[src/rtl/siso_shift_sched_if.sv]
// Requester-side bundle for siso_shift_sched: two valid/ready/data producers.
// master = producer side, slave = scheduler side.
interface siso_shift_sched_if #(
  parameter int WIDTH = 4
);
  logic             req0_valid;
  logic [WIDTH-1:0] req0_data;
  logic             req0_ready;
  logic             req1_valid;
  logic [WIDTH-1:0] req1_data;
  logic             req1_ready;

  modport master (
    output req0_valid, req0_data,
    output req1_valid, req1_data,
    input  req0_ready, req1_ready
  );

  modport slave (
    input  req0_valid, req0_data,
    input  req1_valid, req1_data,
    output req0_ready, req1_ready
  );
endinterface

[src/rtl/siso_shift_sched.sv]
// Two-requester round-robin scheduler feeding a WIDTH-bit MSB-first serial line.
// Ports: clk, rst (sync, active-high), rq (requester handshakes), sout, sout_en, grant_id, done, busy.
module siso_shift_sched #(
  parameter int WIDTH = 4,
  parameter int GAP   = 1
) (
  input  logic              clk,
  input  logic              rst,
  siso_shift_sched_if.slave rq,
  output logic              sout,
  output logic              sout_en,
  output logic              grant_id,
  output logic              done,
  output logic              busy
);

  localparam int CW = $clog2(WIDTH);
  localparam int GW = (GAP > 1) ? $clog2(GAP) : 1;
  localparam logic [CW-1:0] CLAST = CW'(WIDTH - 1);
  localparam logic [GW-1:0] GLAST = GW'((GAP > 0) ? GAP - 1 : 0);

  typedef enum logic [1:0] {
    IDLE,
    SHIFT,
    GAPS
  } state_t;

  state_t           state;
  state_t           nstate;
  logic [WIDTH-1:0] shreg;
  logic [CW-1:0]    cnt;
  logic [GW-1:0]    gcnt;
  logic             last_grant;
  logic             gnt0;
  logic             gnt1;
  logic             hs;
  logic             hs_id;
  logic             idle;
  logic             last_bit;

  assign idle     = (state == IDLE);
  assign last_bit = (cnt == CLAST);

  // On a tie the requester that did not own the previous frame wins.
  always_comb begin
    gnt0 = 1'b0;
    gnt1 = 1'b0;
    if (rq.req0_valid && rq.req1_valid) begin
      gnt0 = last_grant;
      gnt1 = !last_grant;
    end else begin
      gnt0 = rq.req0_valid;
      gnt1 = rq.req1_valid;
    end
  end

  assign rq.req0_ready = idle && !rst && gnt0;
  assign rq.req1_ready = idle && !rst && gnt1;
  assign hs            = rq.req0_ready || rq.req1_ready;
  assign hs_id         = rq.req1_ready;

  always_ff @(posedge clk) begin
    if (rst) begin
      state <= IDLE;
    end else begin
      state <= nstate;
    end
  end

  always_comb begin
    nstate = state;
    unique case (state)
      IDLE: begin
        if (hs) nstate = SHIFT;
      end
      SHIFT: begin
        if (last_bit) nstate = (GAP == 0) ? IDLE : GAPS;
      end
      GAPS: begin
        if (gcnt == GLAST) nstate = IDLE;
      end
      default: nstate = IDLE;
    endcase
  end

  // Zero fill means shreg is all-zero once a frame has fully left,
  // so sout idles low without extra clearing.
  always_ff @(posedge clk) begin
    if (rst) begin
      shreg      <= '0;
      cnt        <= '0;
      gcnt       <= '0;
      grant_id   <= 1'b0;
      last_grant <= 1'b1;
    end else begin
      unique case (state)
        IDLE: begin
          if (hs) begin
            shreg      <= hs_id ? rq.req1_data : rq.req0_data;
            cnt        <= '0;
            grant_id   <= hs_id;
            last_grant <= hs_id;
          end
        end
        SHIFT: begin
          shreg <= {shreg[WIDTH-2:0], 1'b0};
          cnt   <= cnt + 1'b1;
          gcnt  <= '0;
        end
        GAPS: begin
          gcnt <= gcnt + 1'b1;
        end
        default: ;
      endcase
    end
  end

  // Outputs decode registers only; no path from the request inputs.
  always_comb begin
    sout_en = (state == SHIFT);
    sout    = sout_en && shreg[WIDTH-1];
    done    = sout_en && last_bit;
    busy    = !idle;
  end

endmodule
[src/flat_wrapper.sv]
// flat-port wrapper written by rule: the top's interface ports become plain ports
module siso_shift_sched_flat 
#(
  parameter int WIDTH = 4,
  parameter int GAP   = 1
)
  (clk, rst, sout, sout_en, grant_id, done, busy, rq_req0_valid, rq_req0_data, rq_req1_valid, rq_req1_data, rq_req0_ready, rq_req1_ready);
  siso_shift_sched_if #(.WIDTH(WIDTH)) rq_i ();
  input  logic clk;
  input  logic rst;
  output logic sout;
  output logic sout_en;
  output logic grant_id;
  output logic done;
  output logic busy;
  input wire logic [$bits(rq_i.req0_valid)-1:0] rq_req0_valid;
  input wire logic [$bits(rq_i.req0_data)-1:0] rq_req0_data;
  input wire logic [$bits(rq_i.req1_valid)-1:0] rq_req1_valid;
  input wire logic [$bits(rq_i.req1_data)-1:0] rq_req1_data;
  output wire logic [$bits(rq_i.req0_ready)-1:0] rq_req0_ready;
  output wire logic [$bits(rq_i.req1_ready)-1:0] rq_req1_ready;
  assign rq_i.req0_valid = rq_req0_valid;
  assign rq_i.req0_data = rq_req0_data;
  assign rq_i.req1_valid = rq_req1_valid;
  assign rq_i.req1_data = rq_req1_data;
  assign rq_req0_ready = rq_i.req0_ready;
  assign rq_req1_ready = rq_i.req1_ready;
  siso_shift_sched #(.WIDTH(WIDTH), .GAP(GAP)) u_core (.clk(clk), .rst(rst), .rq(rq_i), .sout(sout), .sout_en(sout_en), .grant_id(grant_id), .done(done), .busy(busy));
endmodule
[config.mk]
export PLATFORM = sky130hd
export DESIGN_NAME = siso_shift_sched_flat
export DESIGN_NICKNAME = d
export VERILOG_FILES = /design/src/rtl/siso_shift_sched_if.sv /design/src/rtl/siso_shift_sched.sv /design/src/flat_wrapper.sv
export SDC_FILE = /design/constraint.sdc
export NUM_CORES = 1
export LEC_CHECK = 0
export ABC_AREA = 1
export CORE_MARGIN = 2
export CORE_UTILIZATION = 48
export CTS_BUF_LIST = sky130_fd_sc_hd__clkbuf_8
export DETAILED_ROUTE_END_ITERATION = 8
export PLACE_DENSITY = 0.77
export SETUP_SLACK_MARGIN = 0.2
export SLEW_MARGIN = 25
export SYNTH_ARGS = -nofsm -noshare
export SYNTH_HDL_FRONTEND = slang
export SYNTH_SLANG_ARGS = --single-unit
[constraint.sdc]
create_clock -name clk -period 1.65 [get_ports clk]
set_input_delay 0.33 -clock clk [delete_from_list [all_inputs] [get_ports clk]]
set_output_delay 0.33 -clock clk [all_outputs]
set_load 0.02 [all_outputs]
Word-level counts from Yosys, hierarchy flattened

Cells that the tools add are included.

Add/subtract/negate cells: 2
Equal/unequal tests: 6
Muxes and demuxes: 12
Reductions and logical operators: 16

Operators by type and width:

| operator                                               | number |
|---|---|
| two-way mux 2 bit                                      | 4 |
| two-way mux 4 bit                                      | 2 |
| one-hot mux 4 bit (2 select lines)                     | 1 |
| logical AND 1 bit                                      | 6 |
| one-hot mux 2 bit (3 select lines)                     | 1 |
| == test 2 bit (second input constant)                  | 2 |
| inequality test 2 x 1 -> 1 bit (second input constant) | 2 |
| one-hot mux 2 bit (2 select lines)                     | 1 |
| AND reduction 2 bit                                    | 2 |
| nonzero test 2 bit                                     | 2 |
| zero test 1 bit                                        | 3 |
| AND reduction 3 bit                                    | 1 |
| adder 2 x 1 -> 2 bit (second input constant)           | 1 |
| == test 2 x 1 -> 1 bit (second input constant)         | 1 |
| zero test 2 bit                                        | 1 |
| two-way mux 1 bit                                      | 2 |
| inequality test 2 bit (second input constant)          | 1 |
| one-hot mux 1 bit (2 select lines)                     | 1 |
| adder 1 bit (second input constant)                    | 1 |
| logical OR 1 bit                                       | 1 |

Input bits: 12
Logic and storage cells: 42
Output and inout bits: 7
Register bits after elaboration: 11

Logic depth before layout (Yosys ltp)

Depth in word-level cells: 6
Mapped depth: 10
Gate-level depth less buffers: 10

Least setup slack after synthesis

No wires, ideal clock.

Path type: flip-flop to output port
Start point: register u_core.state[0]
End point: output port rq_req0_ready
Slack: -0.046 ns
Required time: 1.320 ns
Arrival: 1.366 ns
Stages on the path, launching flop included: 7
Cell sequence: dfxtp_1 > inv_1 > ha_1 > inv_1 > nor2_4 > nand2_1 > a21oi_1

Cells in the longest elaborated chain, start to end: 3

Ends and longest elaborated chain:

| element                        | RTL line               | RTL |
|---|---|---|
| from (decl)                    | siso_shift_sched.sv:28 | `state_t state;` |
| from (signal assigned)         | siso_shift_sched.sv:66 | `state <= nstate;` |
| zero test 2 bit                | siso_shift_sched.sv:41 | `assign idle = (state == IDLE);` |
| logical AND 1 bit (2 in a row) | siso_shift_sched.sv:57 | `assign rq.req0_ready = idle && !rst && gnt0;` |
| to (decl)                      | flat_wrapper.sv:20     | `output wire logic [$bits(rq_i.req0_ready)-1:0] rq_req0_ready;` |

Every way passes these cells.

Worst setup path after layout

Start point: register u_core.state[1]
End point: output port rq_req1_ready

Cells in the longest elaborated chain, start to end: 3

Ends and longest elaborated chain:

| element                        | RTL line               | RTL |
|---|---|---|
| zero test 2 bit                | siso_shift_sched.sv:41 |  |
| logical AND 1 bit (2 in a row) | siso_shift_sched.sv:58 | `assign rq.req1_ready = idle && !rst && gnt1;` |
| to (decl)                      | flat_wrapper.sv:21     | `output wire logic [$bits(rq_i.req1_ready)-1:0] rq_req1_ready;` |

Every way passes these cells.

==> summary.md <==
| Metric | Value |
|---|---|
| Share of cell area taken by muxes after synthesis | `0` |
| Final Setup Violations | `0` |
| Total Routed Length | `around 2.4 mm` |
| # Max-Cap Violations | `0` |
| Initial core utilization | `0.523` |
| Vias | `roughly 860` |
| Skew final | `between 7 and 8 ps` |
| Result of the run | `complete, no violations` |
| Relative slew margins | `0.806` |
| Clock latency on the worst-skew pair | `between 200 and 300 ps` |
| Final weighted congestion of routability-driven global placement | `between 0.7 and 0.8` |
| Internal power | `between 1000 and 1500 uW` |
| Number of remaining DRC errors | `0` |
| Gate Count Post-Synth | `102` |
| Worst-path fanout max | `2` |
| Compound-cell area share of the yosys netlist | `0.124` |
| Worst IR drop on VDD | `1150 uV` |
| Sw frac | `0.436` |
| Number of DRC markers in iteration 0 | `38` |
| Horiz. Die Dim | `~42 microns` |
| Cell count after placement | `between 150 and 200` |
| Routed wire length per instance | `15.3 microns` |
| Maximum root-to-sink buffer count | `2` |
| Count of standard-cell rows | `13` |
| Clock period minus final worst setup slack | `around 1600 ps` |
| Count of nets left with antenna violations after detail routing | `0` |
| Comb power frac | `0.648` |
| Count of port buffers added during placement | `18` |
| Boundary Pins | `19` |
| Vias in the first global route | `around 830` |
| Nets | `162` |
| Share of post-route cells with drive strength above 1 | `0.361` |
| Transition time of the tightest slew-check pin | `290 ps` |
| Total number of clock tree sinks | `11` |
| Setup crit end kind | `output port` |
| Fraction of the mapped netlist area in adder cells | `0.0898` |
| Unrepaired setup endpoints after global routing | `yes` |
| Category of the worst setup path launch point | `flip-flop` |
| Antenna violations before repair | `0` |
| Unique cell type count in the Yosys netlist | `17` |
| First drt pass iteration count | `4` |
| Height of the die | `about 42 microns` |
| Number of inserted diodes | `0` |
| Final Hold Fails | `0` |
| Timing-limited maximum frequency | `between 0.6 and 0.7 GHz` |
| Arrival time at the worst endpoint | `roughly 1300 ps` |
| Number of buffers added by the clock tree synthesis step | `3` |
| Main combinational cell family by area after synthesis | `simple AND/OR/NAND/NOR gates` |
| Hold Path Class | `flip-flop to flip-flop` |
| Count of yosys warnings during synthesis | `0` |
| Maximum number of pins on one net before global-route repair | `8` |
| Total global-route track usage | `0.271` |
| Global route overflow | `0` |
| Synthesized-area fraction occupied by and/or/nand/nor cells | `0.339` |
| Netlist area before placement | `697 sq um` |
| Post-route fraction of the period consumed by the critical path | `0.967` |
| Endpoint required time on the critical path | `between 1000 and 1500 ps` |
| Proportion of power drawn by flip-flops and latches | `0.208` |
| Clk Tree Root Cell | `sky130_fd_sc_hd__clkbuf_8` |
| Number of synthesized register bits | `11` |
| Avg Inst Size Synth | `between 6 and 7 sq um` |
| Growth of design area from synthesis to finish | `64.3%` |
| Core Util, Final | `0.858` |
| Synthesized Nets | `about 120` |
| Power Density | `~1700 mW/mm^2` |
| H-tree Lvls | `1` |
| Final Max Tran Viols | `0` |
| Xor-xnor portion of the synthesized cell area | `0` |
| DR vias/cell | `roughly 5.4` |
| HPWL after detailed placement | `around 1.5 mm` |
| Clock slew at reported path FFs | `~50 ps` |
| Fill cells | `just over 80` |
| Sw power | `around 830 uW` |
| Setup Crit Path Kind | `flip-flop to output port` |
| First-pass GRT wire length | `between 3 and 4 mm` |
| Multi-input gate area in the final layout | `~450 sq um` |
| Placeable core region | `~0.0013 sq mm` |
| Static leakage power | `just over 0.0006 uW` |
| Sequential cell area | `roughly 220 sq um` |
| Final instance count without filler cells | `roughly 160` |
| Sequential-to-total area share from yosys stat | `0.316` |
| Die Footprint | `0.00177 sq mm` |
| TritonCTS clock tree | `built` |
| Power share of the clock group | `0.145` |
## repair_timing
| action | CTS | global route |
|---|---|---|
| endpoints found under the setup margin | 15 | 14 |
| hold buffers | 0 | 0 |
| gates resized for setup | 43 | 9 |
| pin swaps | 2 | 1 |
| hold endpoints to repair | 0 | 0 |
| setup buffers | 3 | 0 |
## per-layer routing
metal  wire [microns]  GRT usage
met4               76      0.131
met1              937      0.290
met3              164     0.0776
met2             1250      0.484
met5                0          0
## placed cells by master (no fill, tap or decap), drive strengths merged
cell type	count
nand2	27
buf	28
nand3	8
a211oi	1
ha	5
dfxtp	11
dlygate4sd2	4
clkdlybuf4s50	8
inv	21
nand3b	3
o21ai	1
nand4	5
clkbuf	3
a21oi	11
o211ai	1
nor2	7
## flip-flops by register name (all words and copies together), names as in the netlist
name,count
u_core.gcnt,1
u_core.cnt,2
u_core.state,2
u_core.last_grant,1
u_core.grant_id,1
u_core.shreg,4
## power groups by stage
stage	clock network [uW]	registers [uW]	logic (uW)
global route	295	400	1320
global placement	0	382	981
CTS	279	393	1100
detailed placement	0	388	1020
finish	275	395	1230
floorplan	0	382	598
## final cells by class
type / count / area share
Clock buffer: 3 / 0.0361
Clock inverter: 1 / 0.00328
Inverter: 20 / 0.0678
Multi-Input combinational cell: 69 / 0.389
Sequential cell: 11 / 0.195
Tap cell: 15 / 0.0164
Timing Repair Buffer: 40 / 0.293
## cell families after synthesis
logic type               count (synthesis)
AND/OR/NAND/NOR                         50
buffers and inverters                   22
AO/OA/AOI/OAI                           14
flip-flops                              11
adder cells (fa/ha/maj)                  5
## synth_stat cells
master / count / area share
sky130_fd_sc_hd__nand2_1: 24 / 0.13
sky130_fd_sc_hd__inv_1: 19 / 0.10
sky130_fd_sc_hd__a21oi_1: 11 / 0.079
sky130_fd_sc_hd__dfxtp_1: 11 / 0.32
sky130_fd_sc_hd__nand3_1: 8 / 0.057
sky130_fd_sc_hd__nor2_1: 6 / 0.032
sky130_fd_sc_hd__ha_1: 5 / 0.090
sky130_fd_sc_hd__nand4_1: 5 / 0.045
sky130_fd_sc_hd__nand2_2: 3 / 0.027
sky130_fd_sc_hd__nand3b_1: 3 / 0.032
sky130_fd_sc_hd__a211oi_1: 1 / 0.011
sky130_fd_sc_hd__buf_2: 1 / 0.0072
sky130_fd_sc_hd__buf_6: 1 / 0.016
sky130_fd_sc_hd__inv_2: 1 / 0.0054
sky130_fd_sc_hd__nor2_4: 1 / 0.016
sky130_fd_sc_hd__o211ai_1: 1 / 0.011
sky130_fd_sc_hd__o21ai_4: 1 / 0.023
## worst max-delay path: stages (launching register included)
cell and delay, ps:
sky130_fd_sc_hd__dfxtp_2 320, sky130_fd_sc_hd__inv_2 70, sky130_fd_sc_hd__ha_4 160, sky130_fd_sc_hd__buf_4 120, sky130_fd_sc_hd__nand4_1 130, sky130_fd_sc_hd__inv_1 110
sky130_fd_sc_hd__buf_6 120
## final timing paths
| path | from | endpoint | slack (ps) | depth (start not counted) |
|---|---|---|---|---|
| hold / removal | u_core.grant_id | u_core.grant_id | 460 | 2 |
| hold reg to reg | u_core.grant_id | u_core.grant_id | 460 | 2 |
| setup / recovery | u_core.state[1] | rq_req1_ready | 50 | 6 |
| setup reg to reg | u_core.state[1] | u_core.state[0] | 110 | 11 |
## metrics by stage
| step | total power (uW) | setup WS, ps | setup TNS [ps] | hold WS [ps] | area [sq um] |
|---|---|---|---|---|---|
| 2_1_floorplan | 980 | 161 | 0 | 399 | 712 |
| 3_3_place_gp | 1360 | -491 | -1460 | 451 | 1040 |
| 3_5_place_dp | 1410 | -512 | -1730 | 461 | 1040 |
| 4_1_cts | 1770 | 89.5 | 0 | 468 | 1110 |
| 5_1_grt | 2010 | -23.1 | -23.1 | 487 | 1140 |
| 6_report | 1900 | 54.1 | 0 | 462 | 1140 |
No activity file was read; power rests on OpenSTA's default activity.
